--- config.mk ---
export PLATFORM = sky130hd
export DESIGN_NAME = fib_gen
export DESIGN_NICKNAME = d
export VERILOG_FILES = /design/src/rtl/fib_pkg.sv /design/src/rtl/fib_gen.sv
export SDC_FILE = /design/constraint.sdc
export NUM_CORES = 1
export LEC_CHECK = 0
export BUFFER_PORTS_ARGS = -buffer_cell sky130_fd_sc_hd__buf_4
export CORE_ASPECT_RATIO = 1.5
export CORE_MARGIN = 2
export CORE_UTILIZATION = 25
export DETAILED_ROUTE_END_ITERATION = 8
export SYNTH_ARGS = -nofsm -noshare
export SYNTH_HDL_FRONTEND = slang
export SYNTH_SLANG_ARGS = --single-unit
--- constraint.sdc ---
create_clock -name clk -period 3.14 [get_ports clk]
set_input_delay 0.157 -clock clk [delete_from_list [all_inputs] [get_ports clk]]
set_output_delay 0.157 -clock clk [all_outputs]
set_load 0.005 [all_outputs]
--- src/rtl/fib_pkg.sv ---
// ---------------------------------------------------------------------------
// fib_pkg
// Shared definitions for the Fibonacci register-file exercise. Used by the
// readback checker and by the write sequencer.
//   DEF_*     default data width, register count, seeds and read latency
//   NO_FAIL   fail_idx value reported when no register mismatched
//   state_t   readback checker states
// ---------------------------------------------------------------------------
package fib_pkg;

    localparam int              DEF_WIDTH    = 16;
    localparam int              DEF_NUM_REGS = 16;
    localparam int              DEF_READ_LAT = 1;
    localparam logic [15:0]     DEF_SEED0    = 16'd0;
    localparam logic [15:0]     DEF_SEED1    = 16'd1;
    localparam logic [3:0]      NO_FAIL      = 4'hF;

    typedef enum logic [2:0] {
        IDLE,
        ISSUE,
        WAIT,
        COMPARE,
        DONE
    } state_t;

endpackage

--- src/rtl/fib_gen.sv ---
// ---------------------------------------------------------------------------
// fib_gen
// Fibonacci golden-value generator. out is the current term (exp_a); exp_b
// holds the next term. Sums wrap modulo 2^WIDTH.
//   clk    rising-edge clock
//   reset  asynchronous active-low reset, reloads the seeds
//   load   reload the seeds (takes priority over step)
//   step   advance one term
//   out    current expected value
// ---------------------------------------------------------------------------
module fib_gen
    import fib_pkg::*;
#(
    parameter int              WIDTH = DEF_WIDTH,
    parameter logic [WIDTH-1:0] SEED0 = DEF_SEED0,
    parameter logic [WIDTH-1:0] SEED1 = DEF_SEED1
) (
    input  logic             clk,
    input  logic             reset,
    input  logic             load,
    input  logic             step,
    output logic [WIDTH-1:0] out
);

    logic [WIDTH-1:0] exp_a;
    logic [WIDTH-1:0] exp_b;

    always_ff @(posedge clk or negedge reset) begin
        if (!reset) begin
            exp_a <= SEED0;
            exp_b <= SEED1;
        end else if (load) begin
            exp_a <= SEED0;
            exp_b <= SEED1;
        end else if (step) begin
            exp_a <= exp_b;
            exp_b <= exp_a + exp_b;
        end
    end

    assign out = exp_a;

endmodule

==> impl_metrics.toml, run 1 <==
[run_status]
status = "complete, no violations"

[sta]
period_share_pct = 82.3
hold_viol_final = 0
fin_ws_ns = 0.555
timing.final.crit_period_ns = 2.59
rsz0062_at_grt = "false"
fin_skew_ns = 0.00543
final_max_slew_viol_count = 0
max_freq_ghz = 0.387
slew_headroom_pct = 64.0
finalSetupViolations = 0
max_slew.worst_pin.slew_ns = 0.538
fin_tns_setup_ns = 0

[cts]
cts_buffer_depth = 2
root_buffer = "clkbuf_16"
clkLatencyLatePin_ns = 0.28
cts_tree = "yes"
clk_transition_reported_paths_ns = 0.05
cts.repair.resized = 0
clock-sinks = 32
cts_setup_buffers = 0
cts-htree-levels = 2
cts_buffers = 5

[finish]
final_util_pct = 30.9
layout.nets = 241
drive_gt1_share_pct = 15.3
fin_area_um2 = 2450
area_growth_pct = 21.1
diodes = 0
n_fill_cell = 858

[worst_setup_path]
start_kind = "flop"
end_kind = "flop"
arrival_ns = 2.75
required_ns = 3.30
critPathKind = "flop to flop"
crit_fanout = 5

[yosys]
synthMuxAreaShare_pct = 10.5
synth-xor-area-share_pct = 3.03
ys.flop_type = "dfrtp_1"
synth_top_area_share_pct = 38.4
yosysSeqAreaShare_pct = 39.7
yosysWarningCount = 0
synth_simple_gate_area_share_pct = 13.2
synth_top_area_cell = "dfrtp_1"
synth_edf_count = 0
synth_nets = 224
yosys.cell_count.top_type = "dfrtp_1"
yosys-top-cells-count = "dfrtp_1 (31), nor2_1 (30), mux2i_1 (20)"
synth_top_family_by_area = "compound AO/OA/AOI/OAI gates"
yosys.cell_types.count = 44
syn_inst = 204
async_flop_share_pct = 100
synth_compound_area_share_pct = 20.2
yosys_register_bits = 32
syn_area_um2 = 2020
synth_area_leaders = "dfrtp_1 (38%), mux2i_1 (9.9%), ha_1 (9.3%), nor2_1 (5.6%), a21oi_1 (3.2%)"
synth-adder-area-share_pct = 10.3
avgSynthCellArea_um2 = 9.91

[drt]
drc = 0
first_iter_violations = 96
dr.pass1.iters = 4
ant_nets = 0
vias_per_cell = 4.97
routed_wl_um = 4470
via_count = 1624
post_drt_wl_per_cell_um = 13.7

[placed_design]
gp_congestion = 0.884
dp_hpwl_um = 3300
dpl_cell_area_um2 = 2250
post-place-ws_ns = 0.548
io_buffers = 19

[grt]
grt_pass1_wl_um = 7730
antenna_found_initial = 0
grt_use_total_pct = 10.8
met3_usage_pct = 2.13
grt_busiest_layer = "met2"
use_met1_pct = 11.5
grt_pass1_vias = 1692
grt.overflow.total = 0
use_met2_pct = 20.5
grt_max_degree = 33

[floorplan]
start_util_pct = 25.6
rows = 40
ios = 20
dieWidth_um = 77.4
fp.dieArea_um2 = 8830
core-area_um2 = 7910
die_y_um = 114

[pwr]
irDropWorstVdd_mv = 0.296
p_leak_nw = 1.19
powerDensity_nw_per_um2 = 446

[min_path]
hp-class = "input pin to flop"

[run]
cap_violations = 0
==> registers in the layout, summed over array words and instances, names as in the netlist <==
signal and count:
exp_b 16, out 16
==> worst max-delay path: stages (launching register included) <==
cell and delay [ns]:
dfrtp_1 0.39, ha_1 0.24, inv_1 0.08, fa_1 0.25, nor2b_4 0.05, o31a_1 0.26, o31a_1 0.32, nor2b_4 0.16
or4_1 0.47, a32o_1 0.25
==> through the flow <==
stage / hold WS [ns] / power [mW] / std cells
global placement: 0.128 / 0.506 / 318
finish: 0.273 / 1.09 / 327
detailed placement: 0.128 / 0.508 / 318
global route: 0.293 / 1.12 / 327
CTS: 0.285 / 1.10 / 327
floorplan: -0.139 / 0.479 / 204
==> where the power goes <==
group | switching, mW | internal [mW] | total (mW) | leakage [nW]
logic | 0.0457 | 0.0273 | 0.0730 | 0.658
registers | 0.00568 | 0.420 | 0.426 | 0.440
clock network | 0.176 | 0.417 | 0.593 | 0.0901
==> path summary, 6_finish.rpt <==
check | from | endpoint | cells after the start | slack, ns
setup / recovery | out[0] | exp_b[14] | 9 | 0.55
hold / removal | load | out[13] | 2 | 0.27
setup reg to reg | out[0] | exp_b[14] | 9 | 0.55
hold reg to reg | exp_b[9] | exp_b[9] | 2 | 0.51
max in group asynchronous | reset | exp_b[0] | 2 | 2.44
min in group asynchronous | reset | out[8] | 2 | 0.36
==> area by class of cell <==
| class | instances | area [um2] | area share [%] |
|---|---|---|---|
| sequential | 32 | 802 | 32.8 |
| clock buffer | 7 | 153 | 6.24 |
| tap | 105 | 131 | 5.37 |
| multi-input combinational | 156 | 1160 | 47.2 |
| timing repair buffer | 20 | 153 | 6.24 |
| inverter | 6 | 22.5 | 0.920 |
| clock inverter | 1 | 30.0 | 1.23 |
==> what timing repair did <==
action	in CTS	in global routing
endpoints found under the setup margin	0	0
hold endpoints to repair	31	0
hold buffers	1	0
==> cell families (layout without fill, tap and decap cells) <==
kind of cell | after synthesis | in the layout
simple gates | 54 | 54
buf+inv | 16 | 34
mux | 21 | 21
xor+xnor | 7 | 7
flops | 32 | 32
compound gates | 58 | 58
fa+ha+maj | 16 | 16
==> layer usage <==
metal | wire length (um) | share of wire, % | vias up
met3 | 124 | 2.8 | 11
met2 | 2410 | 54 | 29
met5 | 0 | 0 | -
met4 | 95 | 2.1 | 0
met1 | 1840 | 41 | 802
li1 | - | - | 782
==> cell usage in the layout, fill, tap and decap left out, types with 2 or more instances in the layout <==
cell       netlist  layout
dfrtp_1         31      31
nor2_1          30      30
mux2i_1         20      20
buf_4            0      19
ha_1            15      15
a21oi_1         13      13
o21ai_0         10      10
inv_1            6       6
nand2_1          6       6
nand4_1          5       5
a211oi_1         5       5
clkbuf_16        0       5
a21o_1           4       4
a32o_1           4       4
xnor2_1          4       4
o21a_1           3       3
xor2_1           3       3
nor2b_4          2       2
o31a_1           2       2
o31ai_1          2       2
a221o_1          2       2
nand3b_1         2       2
a21bo_2          2       2
o21bai_1         2       2
or3_1            2       2
nor2b_1          2       2
clkbuf_8         0       2
No activity file was read; power rests on OpenSTA's default activity.
==> run 2: changes to the inputs <==
--- a/config.mk
+++ b/config.mk
@@ -5,6 +5,7 @@
 export SDC_FILE = /design/constraint.sdc
 export NUM_CORES = 1
 export LEC_CHECK = 0
+export ABC_AREA = 1
 export BUFFER_PORTS_ARGS = -buffer_cell sky130_fd_sc_hd__buf_4
 export CORE_ASPECT_RATIO = 1.5
 export CORE_MARGIN = 2
==> constraint.sdc (replaced) <==
create_clock -name clk -period 2.21 [get_ports clk]
set_input_delay 0.1105 -clock clk [delete_from_list [all_inputs] [get_ports clk]]
set_output_delay 0.1105 -clock clk [all_outputs]
set_load 0.005 [all_outputs]
==> run 2 against run 1 <==
Global-route usage increased by 1.5 points. Clock power rose by 23%. Sequential cell count unchanged. Die area rose by 4.7%.
==> impl_metrics.toml, run 2 <==
[run_status]
status = "complete, no violations"

[sta]
max_freq_ghz = 0.530
finalSetupViolations = 0
hold_viol_final = 0
fin_skew_ns = 0.00527
final_max_slew_viol_count = 0
timing.final.crit_period_ns = 1.89
rsz0062_at_grt = "false"
max_slew.worst_pin.slew_ns = 0.427
period_share_pct = 85.3
slew_headroom_pct = 71.5
fin_tns_setup_ns = 0

[worst_setup_path]
critPathKind = "flop to flop"
crit_path_cell_trace = "ha_1 -> inv_1 -> fa_1 -> inv_1 -> nand3_1 -> nand3_1 -> nand3_1 -> nand3_1 -> nand2_1 -> nand3_1 -> nand2_1"
start_kind = "flop"
cpMostUsedCell = "nand3_1"
arrival_ns = 2.06
slowest_stage = "dfstp_2"
slowest_delay_ns = 0.53
crit_fanout = 3
end_kind = "flop"
required_ns = 2.38

[yosys]
synth_top_area_share_pct = 36.6
avgSynthCellArea_um2 = 7.02
yosysSeqAreaShare_pct = 37.8
async_flop_share_pct = 100
synth_top_area_cell = "dfrtp_1"
ys.flop_type = "dfrtp_1"
yosys.cell_count.top_type = "nand2_1"
yosysWarningCount = 0
synth_nets = 322
yosys.cell_types.count = 30
syn_area_um2 = 2120
synth_edf_count = 0
syn_inst = 302
yosys_register_bits = 32
yosys-top-cells-count = "nand2_1 (121), inv_1 (44), dfrtp_1 (31)"
synth_area_leaders = "dfrtp_1 (37%), nand2_1 (21%), ha_1 (8.8%), inv_1 (7.8%), nand3_1 (6.8%)"

[grt]
grt_pass1_wl_um = 8870
grt.overflow.total = 0
grt_pass1_vias = 1953
grt_use_total_pct = 12.3
grt_max_degree = 33
antenna_found_initial = 0

[floorplan]
core-area_um2 = 8310
rows = 41
die_y_um = 117
ios = 20
start_util_pct = 25.5
dieWidth_um = 79.2
fp.dieArea_um2 = 9250

[drt]
post_drt_wl_per_cell_um = 11.6
routed_wl_um = 5040
vias_per_cell = 4.42
first_iter_violations = 90
via_count = 1920
ant_nets = 0
drc = 0
dr.pass1.iters = 4

[finish]
final_cell_mix = "nand2_1 (121), inv_1 (44), dfrtp_1 (31)"
drive_gt1_share_pct = 11.0
diodes = 0
area_growth_pct = 20.2
final_common_cell = "nand2_1"
layout.nets = 346

[placed_design]
io_buffers = 19
dp_hpwl_um = 3770
gp_congestion = 0.908

[cts]
cts_buffer_depth = 2
cts_tree = "yes"
cts_buffers = 5
clkLatencyLatePin_ns = 0.28
cts-htree-levels = 2
clk_transition_reported_paths_ns = 0.05
cts_setup_buffers = 0
clock-sinks = 32
root_buffer = "clkbuf_16"

[pwr]
powerDensity_nw_per_um2 = 615
power_mw = 1.57
irDropWorstVdd_mv = 0.266
p_leak_nw = 1.49

[min_path]
hp-class = "input pin to flop"

[run]
cap_violations = 0
[run 2: changes by cell type in the layout (fill, tap and decap cells not counted), sizes merged, moves of 4 or more]
cell and delta:
nor2 -18, mux2i -20, a32o -4, a21o -4, nand3 +29, inv +40, nand2 +116, nor2b -4
a211oi -5, o22ai +5
[run 2: area by class of cell]
type	instances	area (um2)
repair buffers	22	168
multi-input cells	218	1110
flip-flops and latches	32	802
well taps	107	134
clock buffers	8	156
inverters	47	176
fillers	930	5760
[run 2: metal layers]
layer  vias up  share of wire, %  global-route usage (%)
met1       889                42                    13.1
li1        997                 -                       -
met3         8               2.4                    2.30
met4         0               2.3                    5.17
met2        26                54                    23.4
met5         -                 0                       0
[run 2: kinds of logic after synthesis]
group	count (synthesis)	share of synthesized area [%]
AND/OR/NAND/NOR	175	35.0
flip-flops	32	37.8
adder cells (fa/ha/maj)	16	9.79
buffers and inverters	52	9.68
XOR/XNOR	4	1.65
AO/OA/AOI/OAI	23	6.08
[run 2: final timing paths]
kind / start / endpoint / slack (ns) / depth (start not counted)
max: exp_b[0] / exp_b[12] / 0.32 / 11
min: load / exp_b[0] / 0.10 / 3
max reg2reg: exp_b[0] / exp_b[12] / 0.32 / 11
min reg2reg: out[11] / out[11] / 0.51 / 2
max in group asynchronous: reset / exp_b[0] / 1.55 / 2
min in group asynchronous: reset / out[12] / 0.32 / 2
[run 2: power breakdown]
| part | internal, mW | total (mW) | switching, mW |
|---|---|---|---|
| logic | 0.0806 | 0.203 | 0.123 |
| registers | 0.617 | 0.636 | 0.0188 |
| clock network | 0.479 | 0.729 | 0.250 |
| total | 1.18 | 1.57 | 0.391 |
[run 2: per-stage QoR]
stage | cell area (um2) | worst slack (ns) | hold slack (ns) | std cells | util (%)
floorplan | 2120 | 0.462 | -0.185 | 302 | -
global placement | 2380 | 0.349 | 0.0813 | 425 | 28.7
detailed placement | 2380 | 0.316 | 0.0885 | 425 | 28.7
CTS | 2550 | 0.302 | 0.113 | 434 | 30.7
global route | 2550 | 0.203 | 0.117 | 434 | 30.7
finish | 2550 | 0.324 | 0.105 | 434 | 30.7
[run 2: timing repair]
item	4_1_cts	5_1_grt
endpoints found under the hold margin	31	0
hold buffers	1	0
resized for setup	0	0
[run 2: critical path: cells and delay by family (launching register included)]
| family | cells | cell delay [ns] |
|---|---|---|
| adders and majority gates | 2 | 0.55 |
| buffers and inverters | 2 | 0.15 |
| DFF | 1 | 0.53 |
| and+or+nand+nor | 7 | 0.55 |
==> run 3: changes to the inputs <==
--- a/config.mk
+++ b/config.mk
@@ -7,10 +7,10 @@
 export LEC_CHECK = 0
 export ABC_AREA = 1
 export BUFFER_PORTS_ARGS = -buffer_cell sky130_fd_sc_hd__buf_4
-export CORE_ASPECT_RATIO = 1.5
 export CORE_MARGIN = 2
 export CORE_UTILIZATION = 25
 export DETAILED_ROUTE_END_ITERATION = 8
+export RECOVER_POWER = 50
 export SYNTH_ARGS = -nofsm -noshare
 export SYNTH_HDL_FRONTEND = slang
 export SYNTH_SLANG_ARGS = --single-unit
==> run 3 against run 2 <==
Clock power down 36%. Critical path depth unchanged. Cell area down 2.8%. Sequential share of layout area up 0.91 points. Total power down 17%. Sequential cell count unchanged. Combinational power down 3%. Setup slack better by 0.0071 ns. Via count down 1.3%. Largest power group is now registers.
==> impl_metrics.toml, run 3 (same netlist as run 2, synthesis figures left out) <==
[worst_setup_path]
r2r_cells = 11
worstReg2RegStart = "exp_b[0]"
end_kind = "flop"
ff2ff_setup_slack_ns = 0.33
start_kind = "flop"
crit_fanout = 3
required_ns = 2.40
critPathKind = "flop to flop"
cp-startpoint = "exp_b[0]"
arrival_ns = 2.07
rr_endpoint = "exp_b[12]"

[drt]
first_iter_violations = 79
ant_nets = 0
post_drt_wl_per_cell_um = 10.9
dr.pass1.iters = 4
vias_per_cell = 4.39
drc = 0
routed_wl_um = 4700
via_count = 1895

[pwr]
p_sw_mw = 0.355
p_clk_share_pct = 36.1
switching_share_pct = 27.2
powerDensity_nw_per_um2 = 526
p_leak_nw = 1.46
power.internal_mw = 0.949
power_mw = 1.30
p_seq_share_pct = 48.8
irDropWorstVdd_mv = 0.222
comb_power_share_pct = 15.1

[sta]
max_slew.worst_pin.slew_ns = 0.805
timing.final.crit_period_ns = 1.88
fin_tns_setup_ns = 0
final_max_slew_viol_count = 0
whs_ns = 0.0768
rsz0062_at_grt = "false"
finalSetupViolations = 0
slew_headroom_pct = 46.3
max_freq_ghz = 0.532
period_share_pct = 85.0
fin_skew_ns = 0.00507
hold_viol_final = 0

[min_path]
min_to = "exp_b[0]"
min_from = "load"
hold_depth = 3
hp-class = "input pin to flop"

[floorplan]
start_util_pct = 25.8
ios = 20
fp.dieArea_um2 = 9240
dieWidth_um = 96.1
rows = 33
core-area_um2 = 8220
die_y_um = 96.1

[finish]
area_growth_pct = 16.9
final_cell_mix = "nand2_1 (121), inv_1 (44), dfrtp_1 (31)"
drive_gt1_share_pct = 10.7
final_cells = 432
diodes = 0
fin_area_um2 = 2480
layout.nets = 346
final_common_cell = "nand2_1"
n_fill_cell = 918

[grt]
grt.overflow.total = 0
use_met1_pct = 15.0
met3_usage_pct = 2.74
grt_pass1_vias = 1955
antenna_found_initial = 0
grt_use_total_pct = 12.0
grt_max_degree = 33
grt_busiest_layer = "met2"
use_met2_pct = 20.2
grt_pass1_wl_um = 8710

[cts]
cts-htree-levels = 2
clock-sinks = 32
root_buffer = "clkbuf_8"
cts_buffers = 5
cts_tree = "yes"
clk_transition_reported_paths_ns = 0.07
clkLatencyLatePin_ns = 0.29
cts.repair.resized = 0
cts_buffer_depth = 2

[placed_design]
dpl_cell_area_um2 = 2380
gp_congestion = 0.853
io_buffers = 19
placed_cells = 423
dp_hpwl_um = 3520

[run]
cap_violations = 0

[run_status]
status = "complete, no violations"
==> run 3: cell count changes in the layout (fill, tap and decap cells not counted) <==
| cell | delta |
|---|---|
| clkbuf_8 | +4 |
| clkbuf_16 | -5 |
| clkbuf_1 | +1 |
| buf_4 | -1 |
| clkbuf_2 | +1 |
==> run 3: worst max-delay path: stages (launching register included) <==
cell	delay, ns
dfstp_2	0.53
ha_1	0.15
inv_1	0.05
fa_1	0.40
inv_1	0.09
nand3_1	0.07
nand3_1	0.14
nand3_1	0.11
nand3_1	0.08
nand2_1	0.05
nand3_1	0.06
nand2_1	0.05
==> run 3: repair_timing <==
action                                 in CTS  in global routing
hold buffers                                1                  0
endpoints found under the hold margin      31                  0
buffers inserted                            0                  0
==> run 3: power by group through the flow <==
stage | combinational [mW] | clock [mW] | sequential, mW
finish | 0.197 | 0.470 | 0.636
global route | 0.229 | 0.517 | 0.640
CTS | 0.202 | 0.490 | 0.637
detailed placement | 0.199 | 0 | 0.648
global placement | 0.199 | 0 | 0.646
floorplan | 0.133 | 0 | 0.644
==> run 3: layer usage <==
metal / part of all wire (%) / vias to the layer above / routed length [um]
li1: - / 996 / -
met1: 48 / 865 / 2240
met2: 46 / 28 / 2150
met3: 4.7 / 6 / 219
met4: 1.8 / 0 / 85
met5: 0 / - / 0
==> run 3: final cells by class <==
class	count	area, um2	share of cell area (%)
Tap cell	105	131	5.30
Clock buffer	8	90.1	3.63
Sequential cell	32	802	32.4
Multi-Input combinational cell	218	1110	44.9
Timing Repair Buffer	22	165	6.66
Inverter	47	176	7.12
==> run 3: how the worst max path moves through the flow <==
stage                end  slack, ns  cells after the start
2_1_floorplan  exp_b[12]       0.46                     11
3_3_place_gp   exp_b[12]       0.36                     11
3_5_place_dp   exp_b[12]       0.34                     11
4_1_cts        exp_b[12]       0.32                     11
5_1_grt        exp_b[12]       0.13                     11
6_report       exp_b[12]       0.33                     11
==> run 3: through the flow <==
stage / util, % / worst slack (ns)
3_5_place_dp: 29.0 / 0.341
6_report: 30.2 / 0.331
3_3_place_gp: 29.0 / 0.362
5_1_grt: 30.2 / 0.128
2_1_floorplan: - / 0.462
4_1_cts: 30.2 / 0.320
